### src/rtl/cp0_pkg.sv
// Shared CP0 constants: register numbers, exception codes, field positions and sequencer states.
package cp0_pkg;

    localparam logic [4:0] CP0_COUNT   = 5'd9;
    localparam logic [4:0] CP0_COMPARE = 5'd11;
    localparam logic [4:0] CP0_STATUS  = 5'd12;
    localparam logic [4:0] CP0_CAUSE   = 5'd13;
    localparam logic [4:0] CP0_EPC     = 5'd14;

    localparam logic [4:0] EXC_INT = 5'd0;
    localparam logic [4:0] EXC_OV  = 5'd12;

    localparam int ST_IE      = 0;
    localparam int ST_EXL     = 1;
    localparam int ST_IM_LSB  = 8;
    localparam int CA_EXC_LSB = 2;
    localparam int CA_IP_LSB  = 8;
    localparam int CA_DF      = 31;

    typedef enum logic [1:0] {
        ST_IDLE    = 2'd0,
        ST_VECTOR  = 2'd1,
        ST_HANDLER = 2'd2,
        ST_RETURN  = 2'd3
    } cp0_state_e;

endpackage

### src/rtl/irq_sync_edge.sv
// Two-flop synchronizer for one asynchronous interrupt level, plus a one-cycle rising-edge pulse.
module irq_sync_edge (
    input  logic clk,
    input  logic rst,
    input  logic irq_in,
    output logic rise
);

    // [0],[1] form the synchronizer; [2] is the previous synchronized level.
    logic [2:0] sync_q;
    logic [2:0] sync_d;

    always_comb begin
        sync_d = {sync_q[1:0], irq_in};
    end

    always_ff @(posedge clk or posedge rst) begin
        if (rst) begin
            sync_q <= '0;
        end else begin
            sync_q <= sync_d;
        end
    end

    assign rise = sync_q[1] & ~sync_q[2];

endmodule

### src/rtl/cp0_exc_ctrl.sv
// CP0 exception/interrupt sequencer: STATUS/CAUSE/EPC, overflow and interrupt take, eret return.
// Defining CP0_TIMER_EN adds COUNT/COMPARE and an internal timer interrupt below all external lines.
module cp0_exc_ctrl
    import cp0_pkg::*;
#(
    parameter int          NUM_IRQ  = 4,
    parameter logic [31:0] VEC_ADDR = 32'h0000_0080,
    parameter int          WIDTH    = 32
) (
    input  logic               clk,
    input  logic               rst,
    input  logic               inst_valid,
    input  logic [WIDTH-1:0]   pc_ex,
    input  logic               ovf,
    input  logic               eret,
    input  logic [NUM_IRQ-1:0] irq,
    input  logic               cp0_we,
    input  logic [4:0]         cp0_addr,
    input  logic [WIDTH-1:0]   cp0_wdata,
    output logic [WIDTH-1:0]   cp0_rdata,
    output logic               flush,
    output logic               redirect,
    output logic [WIDTH-1:0]   redirect_pc,
    output logic               in_handler,
    output logic [NUM_IRQ-1:0] irq_ack
);

`ifdef CP0_TIMER_EN
    localparam int IPW = NUM_IRQ + 1;
`else
    localparam int IPW = NUM_IRQ;
`endif

    cp0_state_e         state_q, state_d;
    logic               ie_q, ie_d, exl_q, exl_d, df_q, df_d;
    logic [IPW-1:0]     im_q, im_d, ip_q, ip_d;
    logic [4:0]         exc_q, exc_d;
    logic [WIDTH-1:0]   epc_q, epc_d;
    logic               redirect_q, redirect_d;
    logic [WIDTH-1:0]   redirect_pc_q, redirect_pc_d;
    logic [NUM_IRQ-1:0] irq_ack_q, irq_ack_d;
`ifdef CP0_TIMER_EN
    logic [WIDTH-1:0]   count_q, count_d, compare_q, compare_d;
`endif

    logic [NUM_IRQ-1:0] irq_rise;
    logic [IPW-1:0]     set_vec, pend_vec, svc;
    logic               take_ovf, take_irq, flush_c;
    logic               wr_status, wr_cause, wr_epc;

    for (genvar g = 0; g < NUM_IRQ; g++) begin : g_sync
        irq_sync_edge u_sync (
            .clk    (clk),
            .rst    (rst),
            .irq_in (irq[g]),
            .rise   (irq_rise[g])
        );
    end

    always_comb begin
        set_vec              = '0;
        set_vec[NUM_IRQ-1:0] = irq_rise;
`ifdef CP0_TIMER_EN
        set_vec[NUM_IRQ]     = (count_q == compare_q);
`endif
    end

    always_comb begin
        pend_vec  = ip_q & im_q;
        take_ovf  = (state_q == ST_IDLE) && ovf && inst_valid;
        take_irq  = (state_q == ST_IDLE) && !take_ovf && (|pend_vec) && ie_q && !exl_q && inst_valid;
        // Two's-complement trick isolates the lowest pending index.
        svc       = take_irq ? (pend_vec & (~pend_vec + IPW'(1))) : '0;
        wr_status = cp0_we && (cp0_addr == CP0_STATUS);
        wr_cause  = cp0_we && (cp0_addr == CP0_CAUSE);
        wr_epc    = cp0_we && (cp0_addr == CP0_EPC);

        state_d       = state_q;
        ie_d          = wr_status ? cp0_wdata[ST_IE]  : ie_q;
        exl_d         = wr_status ? cp0_wdata[ST_EXL] : exl_q;
        im_d          = wr_status ? cp0_wdata[ST_IM_LSB +: IPW] : im_q;
        epc_d         = wr_epc ? cp0_wdata : epc_q;
        exc_d         = exc_q;
        df_d          = df_q & ~(wr_cause & cp0_wdata[CA_DF]);
        // A fresh edge re-arms its bit even against a same-cycle W1C or service clear.
        ip_d          = (ip_q & ~(wr_cause ? cp0_wdata[CA_IP_LSB +: IPW] : '0) & ~svc) | set_vec;
        redirect_d    = 1'b0;
        redirect_pc_d = '0;
        irq_ack_d     = svc[NUM_IRQ-1:0];
        flush_c       = 1'b0;
`ifdef CP0_TIMER_EN
        count_d   = (cp0_we && (cp0_addr == CP0_COUNT)) ? cp0_wdata : count_q + WIDTH'(1);
        compare_d = compare_q;
        if (cp0_we && (cp0_addr == CP0_COMPARE)) begin
            compare_d     = cp0_wdata;
            ip_d[NUM_IRQ] = 1'b0;
        end
`endif

        case (state_q)
            ST_IDLE: begin
                if (take_ovf || take_irq) begin
                    flush_c       = 1'b1;
                    epc_d         = pc_ex;
                    exc_d         = take_ovf ? EXC_OV : EXC_INT;
                    exl_d         = 1'b1;
                    state_d       = ST_VECTOR;
                    redirect_d    = 1'b1;
                    redirect_pc_d = WIDTH'(VEC_ADDR);
                end
            end
            ST_VECTOR: state_d = ST_HANDLER;
            ST_HANDLER: begin
                if (ovf && inst_valid) begin
                    flush_c = 1'b1;
                    df_d    = 1'b1;
                end else if (eret) begin
                    state_d       = ST_RETURN;
                    redirect_d    = 1'b1;
                    redirect_pc_d = epc_d;
                end
            end
            ST_RETURN: begin
                exl_d   = 1'b0;
                state_d = ST_IDLE;
            end
        endcase
    end

    always_ff @(posedge clk or posedge rst) begin
        if (rst) begin
            state_q       <= ST_IDLE;
            ie_q          <= 1'b0;
            exl_q         <= 1'b0;
            df_q          <= 1'b0;
            im_q          <= '0;
            ip_q          <= '0;
            exc_q         <= '0;
            epc_q         <= '0;
            redirect_q    <= 1'b0;
            redirect_pc_q <= '0;
            irq_ack_q     <= '0;
`ifdef CP0_TIMER_EN
            count_q       <= '0;
            compare_q     <= '0;
`endif
        end else begin
            state_q       <= state_d;
            ie_q          <= ie_d;
            exl_q         <= exl_d;
            df_q          <= df_d;
            im_q          <= im_d;
            ip_q          <= ip_d;
            exc_q         <= exc_d;
            epc_q         <= epc_d;
            redirect_q    <= redirect_d;
            redirect_pc_q <= redirect_pc_d;
            irq_ack_q     <= irq_ack_d;
`ifdef CP0_TIMER_EN
            count_q       <= count_d;
            compare_q     <= compare_d;
`endif
        end
    end

    always_comb begin
        cp0_rdata = '0;
        case (cp0_addr)
            CP0_STATUS: begin
                cp0_rdata[ST_IE]              = ie_q;
                cp0_rdata[ST_EXL]             = exl_q;
                cp0_rdata[ST_IM_LSB +: IPW]   = im_q;
            end
            CP0_CAUSE: begin
                cp0_rdata[CA_EXC_LSB +: 5]    = exc_q;
                cp0_rdata[CA_IP_LSB +: IPW]   = ip_q;
                cp0_rdata[CA_DF]              = df_q;
            end
            CP0_EPC:     cp0_rdata = epc_q;
`ifdef CP0_TIMER_EN
            CP0_COUNT:   cp0_rdata = count_q;
            CP0_COMPARE: cp0_rdata = compare_q;
`endif
            default: ;
        endcase
    end

    assign flush       = flush_c & ~rst;
    assign redirect    = redirect_q;
    assign redirect_pc = redirect_pc_q;
    assign in_handler  = exl_q;
    assign irq_ack     = irq_ack_q;

endmodule

### config.mk
export PLATFORM = sky130hd
export DESIGN_NAME = cp0_exc_ctrl
export DESIGN_NICKNAME = d
export VERILOG_FILES = /design/src/rtl/cp0_pkg.sv /design/src/rtl/irq_sync_edge.sv /design/src/rtl/cp0_exc_ctrl.sv
export SDC_FILE = /design/constraint.sdc
export NUM_CORES = 1
export LEC_CHECK = 0
export ABC_CLOCK_PERIOD_IN_PS = 5550
export BUFFER_PORTS_ARGS = -buffer_cell sky130_fd_sc_hd__buf_2
export CAP_MARGIN = 20
export CORE_MARGIN = 1
export CORE_UTILIZATION = 30
export DETAILED_ROUTE_END_ITERATION = 8
export GPL_TIMING_DRIVEN = 0
export SLEW_MARGIN = 10
export SYNTH_ARGS = -nofsm -noshare
export SYNTH_HDL_FRONTEND = slang
export SYNTH_SLANG_ARGS = --single-unit
### constraint.sdc
create_clock -name clk -period 5.55 [get_ports clk]
set_input_delay 0.2775 -clock clk [delete_from_list [all_inputs] [get_ports clk]]
set_output_delay 0.2775 -clock clk [all_outputs]
set_load 0.02 [all_outputs]
# Word level (Yosys, flattened, before mapping)
# Cells that the tools add are included.
[totals]
output_inout_bits = 71
input_bits = 79
ff_bits = 99
[op_classes]
muxes = 31
n_bitwise = 21
n_reduce_logical = 18
eq_ne = 9
add_sub_neg = 1
[ops]
columns = ["op", "count"]
rows = [
  ["two-way mux 32 bit", 5],
  ["one-hot mux 32 bit (2 select lines)", 1],
  ["two-way mux 19 bit", 1],
  ["AND 4 bit", 4],
  ["== test 5 x 4 -> 1 bit (second input constant)", 3],
  ["two-way mux 4 bit", 3],
  ["inverter 4 bit", 3],
  ["one-hot mux 4 bit (3 select lines)", 1],
  ["logical AND 1 bit", 11],
  ["one-hot mux 5 bit (2 select lines)", 1],
  ["two-way mux 1 bit", 9],
  ["two-way mux 8 bit", 1],
  ["one-hot mux 1 bit (2 select lines)", 4],
  ["one-hot mux 2 bit (4 select lines)", 1],
  ["AND 1 bit", 7],
  ["two-way mux 2 bit", 3],
  ["inverter 1 bit", 6],
  ["adder 4 x 1 -> 4 bit (second input constant)", 1],
  ["== test 2 bit (second input constant)", 2],
  ["inequality test 2 bit (second input constant)", 2],
  ["OR 4 bit", 1],
  ["one-hot mux 2 bit (2 select lines)", 1],
  ["OR reduction 4 bit", 1],
  ["AND reduction 3 bit", 1],
  ["6 further kinds", 7],
]

# Logic depth before layout (Yosys ltp)
# Gate-level depths: netlist of the first run.
[logic_depth]
ltp_word = 13
ltp_mapped = 8
ltp_nobuf = 6

# Hierarchy
# Synthesis of the first run repeated with hierarchy kept, for this count alone.
[unflattened]
hier_cells = 326
hier_area_um2 = 4206.5
[modules_own_cells]
columns = ["mod", "cells_per_inst", "area_each_um2", "seq_area_each_um2", "instances"]
rows = [
  ["cp0_exc_ctrl", 306, 3836.2, 2077.0, 1],
  ["irq_sync_edge", 5, 92.6, 75.1, 4],
]

# Least setup slack after synthesis of the first run
# No wires, ideal clock.
[synth_path]
path_type = "register to output"
startpoint = "register state_q[0]"
endpoint = "output port flush"
required_time_ps = 5273
path_stages_with_launch = 9
setup_slack_ps = 3413
arrival_time_ps = 1859
cell_sequence = "dfrtp_1 -> inv_1 -> ha_1 -> nand4bb_1 -> a211o_1 -> and2_1 -> buf_6 -> buf_6 -> a21oi_1"
[synth_via]
elab_chain_len = 13
elab_cells_between_ends = 14
cone_classes = "1 x eq/ne; 2 x mux; 1 x bitwise; 10 x reduce/logical"
[synth_rtl]
columns = ["element", "line", "source"]
rows = [
  ["from (decl)", "cp0_exc_ctrl.sv:34", "cp0_state_e state_q, state_d;"],
  ["from (signal assigned)", "cp0_exc_ctrl.sv:148", "state_q <= state_d;"],
  ["zero test 2 bit", "cp0_exc_ctrl.sv:70, cp0_exc_ctrl.sv:71, cp0_exc_ctrl.sv:100", ""],
  ["logical AND 1 bit (2 in series)", "cp0_exc_ctrl.sv:70", "take_ovf = (state_q == ST_IDLE) && ovf && inst_valid;"],
  ["zero test 1 bit", "cp0_exc_ctrl.sv:71", "take_irq = (state_q == ST_IDLE) && !take_ovf && (|pend_vec) && ie_q && !exl_q && inst_valid;"],
  ["logical AND 1 bit (5 in series)", "cp0_exc_ctrl.sv:71", ""],
  ["logical OR 1 bit", "cp0_exc_ctrl.sv:102", "if (take_ovf || take_irq) begin"],
  ["two-way mux 1 bit", "cp0_exc_ctrl.sv:102", ""],
  ["one-hot mux 1 bit (2 select lines) (*)", "cp0_exc_ctrl.sv:100", "case (state_q)"],
  ["AND 1 bit (*)", "cp0_exc_ctrl.sv:188", "assign flush = flush_c & ~rst;"],
  ["to (decl)", "cp0_exc_ctrl.sv:21", "output logic flush,"],
]
# Mark *: on every way between the ends. The rest lies on a longest branch, timed or not.

# Worst setup path in the final report of the first run
# Ends and elaborated chain as after synthesis.

==> results of run 1 <==
through the flow:
stage                     instance area (sq um)  total power (W)  util, %  worst slack [ns]
after floorplan                            4170          0.00145        -              2.80
after global placement                     5140          0.00161     38.3              1.56
after detailed placement                   5170          0.00165     38.6              3.04
after CTS                                  5500          0.00233     41.0              2.75
after global routing                       5500          0.00244     41.0              2.62
final                                      5500          0.00230     41.0              2.82
cells by family (layout without fill, tap and decap cells):
family	count (synthesis)	after routing	share of synthesized area, %
compound gates	34	34	5.88
mux	65	65	19.2
simple gates	101	101	13.5
fa+ha+maj	3	3	0.900
flops	95	95	57.0
buf+inv	26	192	3.54
worst paths after layout:
path / startpoint / endpoint / slack [ns] / cells after the start
worst max-delay path: state_q[0]$_DFFE_PP0P_ / flush / 2.82 / 9
worst min-delay path: rst / redirect_pc[1]$_DFF_PP0_ / 0.02 / 2
worst max register to register: state_q[0]$_DFFE_PP0P_ / epc_q[11]$_DFF_PP0_ / 3.34 / 8
worst min register to register: g_sync[0].u_sync.sync_q[0]$_DFF_PP0_ / g_sync[0].u_sync.sync_q[1]$_DFF_PP0_ / 0.35 / 0
max in group asynchronous: rst / epc_q[19]$_DFF_PP0_ / 4.86 / 3
min in group clk: irq[2] / g_sync[2].u_sync.sync_q[0]$_DFF_PP0_ / 0.03 / 1
placed cells by master (no fill, tap or decap), types with 2 or more instances in the layout:
cell                        instances
sky130_fd_sc_hd__a21oi_1           13
sky130_fd_sc_hd__o32ai_1            2
sky130_fd_sc_hd__clkinv_4           2
sky130_fd_sc_hd__and2_1            24
sky130_fd_sc_hd__and3_1             3
sky130_fd_sc_hd__nor2_1            12
sky130_fd_sc_hd__a22o_1             5
sky130_fd_sc_hd__nor2b_1           25
sky130_fd_sc_hd__mux2_4            21
sky130_fd_sc_hd__inv_1              9
sky130_fd_sc_hd__dfrtp_1           95
sky130_fd_sc_hd__nand3_1           10
sky130_fd_sc_hd__mux2_2             9
sky130_fd_sc_hd__mux2i_1            7
sky130_fd_sc_hd__nand2_1           17
sky130_fd_sc_hd__a22oi_1            6
sky130_fd_sc_hd__ha_1               3
sky130_fd_sc_hd__bufinv_16          2
sky130_fd_sc_hd__clkbuf_1           8
sky130_fd_sc_hd__clkbuf_16          9
sky130_fd_sc_hd__a32o_1             2
sky130_fd_sc_hd__buf_2            150
sky130_fd_sc_hd__nor3_1             3
sky130_fd_sc_hd__mux2_1            28
sky130_fd_sc_hd__buf_6              6
power groups by stage:
stage                     Clock (W)  Sequential (W)  Combinational (W)
after floorplan                   0         0.00100           0.000449
after CTS                  0.000697        0.000960           0.000677
final                      0.000677        0.000958           0.000668
after detailed placement          0        0.000972           0.000674
after global routing       0.000724        0.000983           0.000733
after global placement            0        0.000963           0.000648
flip-flops by register name (all words and copies together), names as in the netlist:
register and cells:
exc_q 1, ie_q 1, epc_q 32, df_q 1
g_sync.u_sync.sync_q 12, ip_q 4, in_handler 1, irq_ack 4
redirect_pc 32, redirect 1, im_q 4, state_q 2
critical path: stages, from the launching register on:
cell and delay [ns]:
sky130_fd_sc_hd__dfrtp_1 0.38, sky130_fd_sc_hd__inv_1 0.10, sky130_fd_sc_hd__ha_1 0.24, sky130_fd_sc_hd__nand4bb_1 0.21
sky130_fd_sc_hd__a211o_1 0.33, sky130_fd_sc_hd__and2_1 0.18, sky130_fd_sc_hd__buf_6 0.15, sky130_fd_sc_hd__buf_6 0.15
sky130_fd_sc_hd__a21oi_1 0.16, sky130_fd_sc_hd__buf_2 0.19
metal layers:
metal  vias up  track usage (%)
met5         -                0
met4         2             8.91
met3        23             3.94
met2       107             26.5
met1      1487             20.1
li1       1447                -
layout make-up:
class / count / share of cell area [%]
flip-flops and latches: 95 / 43.2
multi-input cells: 203 / 29.9
plain buffers: 16 / 2.00
inverters: 10 / 0.728
clock buffers: 10 / 4.35
well taps: 176 / 4.01
repair buffers: 150 / 14.1
clock inverters: 6 / 1.66
==> flow_summary_export.csv, run 1 <==
group,metric,value,unit
status,outcome,"finished clean",
layout,regArea,2380,sq um
placement,dp.final_hpwl,8170,um
floorplan,core,13400,sq um
yosys,predominant_post_synthesis_flop_cell,"sky130_fd_sc_hd__dfrtp_1",
power_and_ir_drop,net-switching-power,0.000665,W
global_route,global_route.usage.total,16.4,%
worst_setup_path,worstPathArrival,2.45,ns
timing,period_minus_slack,2.73,ns
flow_run,drv.max_cap_violation_count,0,
floorplan,placement_row_count,42,
worst_setup_path,worst_setup_path_end_kind,"output pin",
floorplan,floorplan.io_pins,150,
layout,final_layout_size_suffix_gt1_share,42.0,%
yosys,synthTopCellsByCount,"sky130_fd_sc_hd__dfrtp_1, sky130_fd_sc_hd__mux2_1, sky130_fd_sc_hd__nor2b_1",
power_and_ir_drop,irDropWorstVdd,0.121,mV
power_and_ir_drop,share_seq_of_total_power,41.6,%
yosys,ys_async_sr_fraction,100,%
clock_tree,hold_buffers,0,
power_and_ir_drop,pwr-share-comb,29.0,%
placement,routabilityCongestion,0.792,
detailed_routing,finalWirelength,11100,um
global_route,grt_max_degree,51,
clock_tree,clk_root_buffer_cell,"sky130_fd_sc_hd__clkbuf_16",
layout,multiInputGateArea,1650,sq um
global_route,global_route_wire_length_before_repair,17500,um
detailed_routing,route.antenna.remaining_nets,0,
power_and_ir_drop,cellPowerDensity,419,nW/um^2
yosys,synth-edff-count,0,
floorplan,die_width,120,um
clock_tree,clkTransAtPathRegs,0.07,ns
timing,maxClockFrequency,0.367,GHz
yosys,synth-warning-count,0,
yosys,netlist-cell-type-count,36,
clock_tree,cts.htree.levels,3,
detailed_routing,first_iter_violations,123,
yosys,post_synth_inst_count,324,
hold_path,min-delay-path-class,"in2async",
clock_tree,post_cts.resized_instances,0,
placement,portBuffers,149,
power_and_ir_drop,power.share.switching,28.9,%
clock_tree,cts_buffers,9,
worst_setup_path,worstSetupPathType,"reg2out",
timing,slew_headroom,40.6,%
detailed_routing,routed_wl_met2,5300,um
detailed_routing,highest_layer,"met5",
detailed_routing,post_drt_via_cell_ratio,4.60,
timing,setup-tns-final,0,ns
detailed_routing,dr.pass1.iters,6,
global_route,grt_overflow_total,0,
detailed_routing,drt-wirelength-per-cell,16.7,um
yosys,post_synth_main_area_contributors,"sky130_fd_sc_hd__dfrtp_1, sky130_fd_sc_hd__mux2_1, sky130_fd_sc_hd__mux2_4",
layout,n_antenna_cell,0,
global_route,grt_pass1_vias,3297,
clock_tree,clk_buf_depth,2,
worst_setup_path,path_max_fanout,10,
clock_tree,cts_tree,"built",
timing,period_share,49.1,%
floorplan,starting_utilization_of_the_core_area,31.1,%
timing,report.final.slew_viol_count,0,
yosys,yosys_top_cell_by_area,"sky130_fd_sc_hd__dfrtp_1",
worst_setup_path,critical_path.startpoint_type,"flip-flop",
detailed_routing,met3_wirelength,647,um
yosys,yosys.cell_count.top_type,"sky130_fd_sc_hd__dfrtp_1",
timing,hold_ws,0.0245,ns
yosys,yosysSeqAreaShare,57.0,%
power_and_ir_drop,p_leak,2.89,nW
detailed_routing,wl_met1,4790,um
layout,layout.cells.non_filler,666,
layout,design.final.nets,567,
detailed_routing,post-route-drc-count,0,
yosys,syn_avg_cell_area,12.9,sq um
timing,setup_viol,0,
yosys,syn_area,4170,sq um
clock_tree,clock_latency,0.35,ns
detailed_routing,dr_total_vias,3066,
timing,worst_pin_slew,0.884,ns
global_route,antenna_found_initial,1,
yosys,post_synthesis_register_bit_count,95,
layout,fillCellCount,1348,
placement,dp_cells,650,
worst_setup_path,cp_data_required_time,5.27,ns
yosys,synth_largest_type_area_fraction,57.0,%
power_and_ir_drop,share_of_total_power_in_the_clock_network,29.4,%
timing,timing.clock.skew,0.0103,ns
clock_tree,clock_sink_count,95,
power_and_ir_drop,power_report.internal_total,0.00164,W
floorplan,die_height,120,um
layout,area_delta_synth_final,31.8,%
timing,timing.final.hold_violations,0,
yosys,synth_fp_nets,406,
timing,grt_setup_unrepaired,"false",
clock_tree,cts_setup_buffers,0,
floorplan,design.die.area,14400,sq um
Power figures use the tool's default switching activity.
==> run 2, diff against run 1 <==
- ABC_CLOCK_PERIOD_IN_PS: 5550 -> 2600
- clock period: 5.55 -> 2.6 ns (I/O delays scaled with it)
==> flow_summary_export.csv, run 2 (synthesis results as in run 1) <==
group,metric,value,unit
layout,design.final.nets,580,
detailed_routing,route.antenna.remaining_nets,0,
power_and_ir_drop,cellPowerDensity,892,nW/um^2
worst_setup_path,path_max_fanout,10,
layout,final_layout_size_suffix_gt1_share,42.1,%
layout,area_delta_synth_final,36.1,%
global_route,grt_most_used_layer,"met2",
detailed_routing,finalWirelength,11400,um
timing,setup-tns-final,0,ns
floorplan,die_width,120,um
global_route,grtUsageMet3,3.85,%
worst_setup_path,critical_path.reg2reg.startpoint,"state_q[0]$_DFFE_PP0P_",
power_and_ir_drop,net-switching-power,0.00145,W
detailed_routing,post_drt_via_cell_ratio,4.55,
timing,maxClockFrequency,0.397,GHz
power_and_ir_drop,power_report.internal_total,0.00361,W
timing,timing.final.hold_violations,0,
timing,grt_setup_unrepaired,"false",
hold_path,min_path_cells,2,
global_route,globalRouteMet2Util,27.3,%
detailed_routing,post-route-drc-count,0,
floorplan,core,13400,sq um
placement,routabilityCongestion,0.830,
timing,slew_headroom,46.9,%
floorplan,placement_row_count,42,
timing,setup_viol,0,
floorplan,floorplan.io_pins,150,
hold_path,worst_hold_path.endpoint,"epc_q[6]$_DFF_PP0_",
global_route,global_route.usage.total,16.6,%
global_route,grt_max_degree,35,
timing,worst_pin_slew,0.791,ns
clock_tree,cts_tree,"built",
power_and_ir_drop,share_of_total_power_in_the_clock_network,30.0,%
clock_tree,clk_buf_depth,2,
floorplan,starting_utilization_of_the_core_area,31.1,%
worst_setup_path,critical_path.startpoint_type,"flip-flop",
clock_tree,clk_root_buffer_cell,"sky130_fd_sc_hd__clkbuf_16",
timing,period_share,96.8,%
global_route,antenna_found_initial,1,
detailed_routing,drt-wirelength-per-cell,16.8,um
worst_setup_path,worstSetupPathType,"reg2out",
timing,timing.clock.skew,0.00678,ns
floorplan,design.die.area,14400,sq um
global_route,grt_pass1_vias,3202,
hold_path,min_from,"pc_ex[6]",
detailed_routing,dr.pass1.iters,4,
global_route,global_route_wire_length_before_repair,17600,um
power_and_ir_drop,p_leak,2.95,nW
layout,most_common_cell_after_layout_fill_and_taps_aside,"sky130_fd_sc_hd__buf_2",
layout,final_area,5680,sq um
power_and_ir_drop,power.share.switching,28.7,%
floorplan,die_height,120,um
timing,period_minus_slack,2.52,ns
detailed_routing,dr_total_vias,3089,
placement,placed_area,5210,sq um
flow_run,drv.max_cap_violation_count,0,
clock_tree,cts_buffers,9,
clock_tree,clkTransAtPathRegs,0.07,ns
worst_setup_path,reg2reg_to,"epc_q[9]$_DFF_PP0_",
global_route,grt.met1_usage,20.9,%
detailed_routing,first_iter_violations,134,
power_and_ir_drop,share_seq_of_total_power,40.6,%
worst_setup_path,worstPathArrival,2.39,ns
status,outcome,"finished clean",
worst_setup_path,worst_setup_path_end_kind,"output pin",
hold_path,min-delay-path-class,"in2reg",
placement,dp.final_hpwl,8480,um
timing,report.final.slew_viol_count,0,
power_and_ir_drop,pwr-share-comb,29.4,%
worst_setup_path,cp_data_required_time,2.47,ns
clock_tree,cts.htree.levels,3,
global_route,grt_overflow_total,0,
power_and_ir_drop,irDropWorstVdd,0.337,mV
clock_tree,clock_sink_count,95,
clock_tree,clock_latency,0.35,ns
layout,most_frequent_cells_in_the_layout,"sky130_fd_sc_hd__buf_2, sky130_fd_sc_hd__dfrtp_1, sky130_fd_sc_hd__mux2_1",
worst_setup_path,worstRegToRegCells,8,
placement,portBuffers,149,
layout,n_antenna_cell,0,
worst_setup_path,reg2reg_setup_slack,0.51,ns
==> run 2: metrics by stage <==
stage	setup WS (ns)	total power (W)	instances	hold slack [ns]	util, %
2_1_floorplan	0.611	0.00310	324	0.161	-
5_1_grt	0.0305	0.00534	679	0.00143	42.4
3_3_place_gp	0.383	0.00345	649	0.239	38.4
4_1_cts	0.0133	0.00510	679	0.00119	42.3
6_report	0.0836	0.00506	679	0.0138	42.4
3_5_place_dp	0.315	0.00354	652	0.159	38.9
==> run 2: final cells by class <==
type	instances	area, sq um
Fill cell	1288	7720
Sequential cell	95	2380
Multi-Input combinational cell	203	1660
Timing Repair Buffer	163	918
Clock buffer	9	225
Tap cell	176	220
Clock inverter	7	120
Buffer	16	110
Inverter	10	41.3
==> run 2: metal layers <==
layer | up-vias | routed length [um] | part of all wire, %
li1 | 1466 | - | -
met1 | 1504 | 5070 | 44
met2 | 102 | 5610 | 49
met3 | 15 | 531 | 4.7
met4 | 2 | 188 | 1.6
met5 | - | 13 | 0.11
==> run 2: worst max-delay path by stage <==
stage	startpoint	end	slack [ns]
after floorplan	state_q[0]$_DFFE_PP0P_	flush	0.61
after global placement	cp0_addr[0]	cp0_rdata[1]	0.38
after detailed placement	state_q[0]$_DFFE_PP0P_	flush	0.31
after CTS	state_q[0]$_DFFE_PP0P_	flush	0.01
after global routing	state_q[0]$_DFFE_PP0P_	flush	0.03
final	state_q[0]$_DFFE_PP0P_	flush	0.08
==> run 2: worst max-delay path, cell delays in order, from the launching register on <==
cell	delay, ns
sky130_fd_sc_hd__dfrtp_1	0.38
sky130_fd_sc_hd__inv_1	0.15
sky130_fd_sc_hd__ha_4	0.19
sky130_fd_sc_hd__nand4bb_1	0.15
sky130_fd_sc_hd__a211o_1	0.31
sky130_fd_sc_hd__and2_1	0.17
sky130_fd_sc_hd__buf_6	0.14
sky130_fd_sc_hd__buf_6	0.15
sky130_fd_sc_hd__a21oi_1	0.19
sky130_fd_sc_hd__buf_2	0.20
==> run 2: power by group through the flow <==
stage / Clock (W) / Sequential (W) / Combinational [W]
2_1_floorplan: 0 / 0.00214 / 0.000958
3_3_place_gp: 0 / 0.00206 / 0.00139
3_5_place_dp: 0 / 0.00208 / 0.00145
4_1_cts: 0.00156 / 0.00206 / 0.00148
5_1_grt: 0.00162 / 0.00211 / 0.00161
6_report: 0.00152 / 0.00205 / 0.00149
==> run 2: what timing repair did <==
item	4_1_cts	5_1_grt
hold endpoints to repair	21	0
pin swaps	2	0
setup buffers	2	0
hold buffers	9	0
gates resized for setup	1	2
endpoints found under the setup margin	1	1
